File: src/rtl/ucy_vram_arbiter.sv
// Shares one asynchronous VRAM between the video character fetch and the Z80.
// The video owns a fixed phase slot each character period; CPU accesses fill free slots.
`timescale 1ns / 1ps

module ucy_vram_arbiter #(
    parameter int unsigned ADDR_W       = 11,
    parameter int unsigned DATA_W       = 8,
    parameter int unsigned FETCH_PERIOD = 8,
    parameter int unsigned FETCH_SLOT   = 0
) (
    input  logic              clk,
    input  logic              nr,
    input  logic              cpu_nreq,
    input  logic              cpu_nwr,
    input  logic [ADDR_W-1:0] cpu_addr,
    input  logic [DATA_W-1:0] cpu_wdata,
    output logic              cpu_nwait,
    output logic [DATA_W-1:0] cpu_rdata,
    input  logic [ADDR_W-1:0] vid_addr,
    output logic [DATA_W-1:0] vid_data,
    output logic              vid_strobe,
    output logic [ADDR_W-1:0] ram_addr,
    output logic [DATA_W-1:0] ram_wdata,
    output logic              ram_nwe,
    output logic              ram_noe,
    input  logic [DATA_W-1:0] ram_rdata
);

    localparam int unsigned PhW = (FETCH_PERIOD > 1) ? $clog2(FETCH_PERIOD) : 1;
    localparam logic [PhW-1:0] LastPh = PhW'(FETCH_PERIOD - 1);
    localparam logic [PhW-1:0] SlotPh = PhW'(FETCH_SLOT);

    typedef enum logic [1:0] {StIdle, StPend, StAcc, StDone} state_e;

    state_e            state_q;
    logic [PhW-1:0]    phase_q;
    logic [PhW-1:0]    phase_d;
    logic [ADDR_W-1:0] addr_q;
    logic [DATA_W-1:0] wdata_q;
    logic              nwr_q;
    logic              fetch;

    assign phase_d = (phase_q == LastPh) ? '0 : phase_q + PhW'(1);
    assign fetch   = nr && (phase_q == SlotPh);

    always_ff @(posedge clk) begin
        if (!nr) begin
            phase_q    <= '0;
            state_q    <= StIdle;
            cpu_nwait  <= 1'b1;
            cpu_rdata  <= '0;
            vid_data   <= '0;
            vid_strobe <= 1'b0;
            addr_q     <= '0;
            wdata_q    <= '0;
            nwr_q      <= 1'b0;
        end else begin
            phase_q    <= phase_d;
            vid_strobe <= fetch;
            if (fetch) begin
                vid_data <= ram_rdata;
            end
            unique case (state_q)
                StIdle: begin
                    if (!cpu_nreq) begin
                        addr_q    <= cpu_addr;
                        wdata_q   <= cpu_wdata;
                        nwr_q     <= cpu_nwr;
                        cpu_nwait <= 1'b0;
                        state_q   <= StPend;
                    end
                end
                StPend: begin
                    // Defer one cycle when the next phase belongs to the video fetch.
                    if (cpu_nreq) begin
                        cpu_nwait <= 1'b1;
                        state_q   <= StIdle;
                    end else if (phase_d != SlotPh) begin
                        state_q <= StAcc;
                    end
                end
                StAcc: begin
                    if (nwr_q) begin
                        cpu_rdata <= ram_rdata;
                    end
                    cpu_nwait <= 1'b1;
                    state_q   <= StDone;
                end
                StDone: begin
                    if (cpu_nreq) begin
                        state_q <= StIdle;
                    end
                end
                default: state_q <= StIdle;
            endcase
        end
    end

    always_comb begin
        ram_addr  = addr_q;
        ram_wdata = wdata_q;
        ram_noe   = 1'b1;
        ram_nwe   = 1'b1;
        if (!nr) begin
            ram_addr  = '0;
            ram_wdata = '0;
        end else if (fetch) begin
            ram_addr = vid_addr;
            ram_noe  = 1'b0;
        end else if (state_q == StAcc) begin
            if (nwr_q) begin
                ram_noe = 1'b0;
            end else begin
                ram_nwe = 1'b0;
            end
        end
    end

endmodule

File: config.mk
export PLATFORM = sky130hd
export DESIGN_NAME = ucy_vram_arbiter
export DESIGN_NICKNAME = d
export VERILOG_FILES = /design/src/rtl/ucy_vram_arbiter.sv
export SDC_FILE = /design/constraint.sdc
export NUM_CORES = 1
export LEC_CHECK = 0
export ABC_AREA = 1
export ABC_CLOCK_PERIOD_IN_PS = 1340
export BUFFER_PORTS_ARGS = -buffer_cell sky130_fd_sc_hd__clkbuf_2
export CAP_MARGIN = 20
export CORE_ASPECT_RATIO = 1.2
export CORE_UTILIZATION = 34
export DETAILED_ROUTE_END_ITERATION = 7
export SYNTH_ARGS = -nofsm -noshare
export SYNTH_HDL_FRONTEND = slang
export SYNTH_SLANG_ARGS = --single-unit
File: constraint.sdc
create_clock -name clk -period 1.34 [get_ports clk]
set_input_delay 0.134 -clock clk [delete_from_list [all_inputs] [get_ports clk]]
set_output_delay 0.134 -clock clk [all_outputs]
set_load 0.02 [all_outputs]
==> out/qor.tcl <==
set qor(share_of_total_power_in_the_clock_network) 0.220
set qor(effective_utilization_at_floorplan) 0.355
set qor(area_of_the_multi_input_gates_sq_um) 1000
set qor(layout_setup_ws_ns) -0.373
set qor(grt_max_degree) 29
set qor(detailroute.wirelength.met3_um) 260
set qor(place_hpwl_um) 3330
set qor(detail_route.wirelength.met1_um) 2050
set qor(report.final.setup_viol) 14
set qor(yosys.area_share.simple) 0.241
set qor(path_cells) {inv_2 -> ha_4 -> inv_2 -> nor2_4 -> buf_6 -> buf_6 -> o21ai_2 -> nor2_2 -> clkbuf_8}
set qor(worst_ir_drop_vdd_v) 0.000756
set qor(drv_slew) 0
set qor(met2_routed_wl_um) 2330
set qor(pre_cts_setup_slack_ns) -0.156
set qor(antenna_violations_before_repair) 0
set qor(yosys-mux-area-fraction) 0
set qor(flow.area_growth_from_synthesis_pct) 53.9
set qor(route.detailed.drc) 0
set qor(dr.first_iter.drc_count) 39
set qor(die_area_sq_um) 5870
set qor(rows) 29
set qor(finalSetupTns_ns) -4.38
set qor(drt-wirelength-per-cell_um) 11.0
set qor(critical_path.endpoint_type) {primary output}
set qor(final_design_area_no_fill_sq_um) 2910
set qor(switching_share) 0.346
set qor(worstSetupStartpointType) {flop}
set qor(drtAntennaViolNets) 0
set qor(clk_pin_slew_ns) 0.08
set qor(die_w_um) 70.1
set qor(finalHoldViolations) 0
set qor(gr-total-overflow) 0
set qor(cap_viol_max_count) 0
set qor(layout-drive-gt1-share) 0.460
set qor(timing.slew.headroom) 0.804
set qor(power.combinational.fraction) 0.382
set qor(post_synth_instance_area_sq_um) 1890
set qor(largest_family_of_logic_cells_by_synthesized_area) {simple AND/OR/NAND/NOR gates}
set qor(fmax_mhz) 584
set qor(worstHoldPathType) {in2reg}
set qor(post_route_clock_skew_ns) 0.00405
set qor(cp_slowest_stage_delay_ns) 0.33
set qor(synth-xor-area-share) 0
set qor(ys_seq_area_frac) 0.455
set qor(synth_area_in_compound_gates) 0.157
set qor(total_switching_power_w) 0.00141
set qor(regArea_sq_um) 865
set qor(total_power_density_per_cell_area_nw_per_um2) 1400
set qor(first_global_vias) 1797
set qor(crit_fanout) 5
set qor(grt_pass1_wl_um) 7820
set qor(violations) {setup timing}
set qor(fin_crit_sh) 1.28
set qor(timing.critical_path.arrival_ns) 1.58
set qor(die_h_um) 83.7
set qor(number_of_buffers_added_by_the_clock_tree_synthesis_step) 5
set qor(synth_seq_cells) 43
set qor(worstSetupPathType) {reg2out}
set qor(num_antenna_cells) 0
set qor(finish.net_count) 413
set qor(tritonroute_pass_1_iters) 4
set qor(port_buffers) 80
set qor(routed_wirelength_um) 4710
set qor(yosysWarnings) 0
set qor(tritoncts) {built}
set qor(power_leakage_nw) 1.46
set qor(top_layer) {met4}
set qor(final-instance-count-excl-fill) 427
set qor(i_o_pin_count) 81
set qor(cpMaxStageDelayCell) {sky130_fd_sc_hd__dfxtp_2}
set qor(routed_via_density) 4.57
set qor(cts.sink_count) 43
set qor(placed_cells) 410
set qor(avgSynthCellArea_sq_um) 7.25
set qor(cellInternalPower_w) 0.00266
set qor(gp_routability_congestion) 0.728
set qor(tightestPinTransition_ns) 0.291
set qor(status) {finished, violations left}
set qor(instance_area_at_placement_sq_um) 2490
set qor(cts_max_level) 2
set qor(detailroute.via_count) 1950
set qor(mappedNetlistNets) 310
set qor(clock_latency_ns) 0.29
set qor(ctsLongestPathBuffers) 2
set qor(synth.lib_cells_used.distinct) 21
set qor(cts.hold.buffers_added) 0
set qor(track_usage) 0.165
set qor(fillCellCount) 521
set qor(pwr-share-seq) 0.397
set qor(period_minus_slack_ns) 1.71
set qor(synthesis.instances) 261
set qor(cp.required_ns) 1.21
set qor(clockRootBuffer) {sky130_fd_sc_hd__clkbuf_8}
set qor(yosys.area_share.adder) 0.0463
set qor(grt_setup_unrepaired) {true}
set qor(core_area_sq_um) 5330
## power by group through the flow
stage	Sequential [W]	Clock, W	Combinational [W]
final	0.00161	0.000896	0.00155
after global routing	0.00165	0.000983	0.00174
after CTS	0.00161	0.000929	0.00144
after detailed placement	0.00163	0	0.00127
after global placement	0.00162	0	0.00127
after floorplan	0.00168	0	0.000784
## placed cells by master, fill, tap and decap left out, types with 10 or more instances in the layout
master                     netlist  final
sky130_fd_sc_hd__buf_4           5     21
sky130_fd_sc_hd__clkbuf_2        1     69
sky130_fd_sc_hd__clkbuf_8        0     15
sky130_fd_sc_hd__dfxtp_1        43     40
sky130_fd_sc_hd__inv_1          24     20
sky130_fd_sc_hd__nand2_1        16     13
sky130_fd_sc_hd__nor2_1         84     69
sky130_fd_sc_hd__nor2_2          1     14
sky130_fd_sc_hd__o21ai_0        48     29
sky130_fd_sc_hd__o21ai_1         0     10
sky130_fd_sc_hd__o21ai_2         1     10
## per-stage QoR
step / util / total power [W] / hold WS, ns
after global routing: 0.546 / 0.00437 / 0.0844
final: 0.546 / 0.00406 / 0.0737
after detailed placement: 0.467 / 0.00290 / 0.383
after floorplan: - / 0.00247 / 0.269
after CTS: 0.527 / 0.00398 / 0.0707
after global placement: 0.467 / 0.00289 / 0.381
## area by class of cell
cell class | count | area share
multi-input cells | 178 | 0.344
flip-flops and latches | 43 | 0.297
repair buffers | 110 | 0.262
inverters | 26 | 0.0352
clock buffers | 7 | 0.0331
well taps | 62 | 0.0266
clock inverters | 1 | 0.00258
## Yosys cell counts
| cell | count | area share |
|---|---|---|
| sky130_fd_sc_hd__clkbuf_2 | 1 | 0.0026 |
| sky130_fd_sc_hd__o21bai_1 | 1 | 0.0040 |
| sky130_fd_sc_hd__nor2_2 | 1 | 0.0033 |
| sky130_fd_sc_hd__o21ai_2 | 1 | 0.0046 |
| sky130_fd_sc_hd__buf_4 | 5 | 0.020 |
| sky130_fd_sc_hd__nor2_4 | 1 | 0.0059 |
| sky130_fd_sc_hd__inv_2 | 2 | 0.0040 |
| sky130_fd_sc_hd__dfxtp_1 | 43 | 0.45 |
| sky130_fd_sc_hd__nor3_1 | 2 | 0.0053 |
| sky130_fd_sc_hd__nor3b_1 | 1 | 0.0040 |
| sky130_fd_sc_hd__nand4_1 | 1 | 0.0033 |
| sky130_fd_sc_hd__a21oi_1 | 8 | 0.021 |
| sky130_fd_sc_hd__nand3_1 | 4 | 0.011 |
| sky130_fd_sc_hd__nand2_2 | 3 | 0.0099 |
| sky130_fd_sc_hd__buf_6 | 2 | 0.012 |
| sky130_fd_sc_hd__buf_2 | 6 | 0.016 |
| sky130_fd_sc_hd__inv_1 | 24 | 0.048 |
| sky130_fd_sc_hd__nand2_1 | 16 | 0.032 |
| sky130_fd_sc_hd__nor2_1 | 84 | 0.17 |
| sky130_fd_sc_hd__ha_1 | 7 | 0.046 |
| sky130_fd_sc_hd__o21ai_0 | 48 | 0.13 |
## metal layers
metal,up-vias,global-route usage
li1,1026,-
met1,847,0.198
met2,70,0.285
met3,7,0.0435
met4,0,0.0491
met5,-,0
## sequential cells by signal, indices dropped and copies added, names as in the netlist, named ones only
signal	flops
addr_q	11
cpu_rdata	8
vid_data	8
wdata_q	8
phase_q	3
cpu_nwait	1
nwr_q	1
state_q	1
vid_strobe	1
## kinds of logic after synthesis
family,count (synthesis)
AND/OR/NAND/NOR,113
adder cells (fa/ha/maj),7
buffers and inverters,40
AO/OA/AOI/OAI,58
flip-flops,43
## repair_timing
item | 4_1_cts | 5_1_grt
pin swaps | 10 | 6
endpoints found under the hold margin | 0 | 0
setup endpoints to repair | 19 | 48
gates resized for setup | 49 | 34
setup buffers | 5 | 4
## path summary, 6_finish.rpt
kind                 from          end  slack (ns)  cells past startpoint
max            phase_q[1]  ram_addr[4]       -0.37                      9
min reg2reg     cpu_nwait    cpu_nwait        0.48                      2
min          ram_rdata[1]  vid_data[1]        0.07                      3
max reg2reg    phase_q[0]   state_q[0]           0                      8
## critical path: cells and delay by family (launching register included)
kind                       cells  cell delay, ns
and+or+nand+nor                2            0.26
DFF                            1            0.33
buffers and inverters          5            0.48
AOI/OAI and AO/OA              1            0.07
adders and majority gates      1            0.13
No activity file was read; power rests on OpenSTA's default activity.
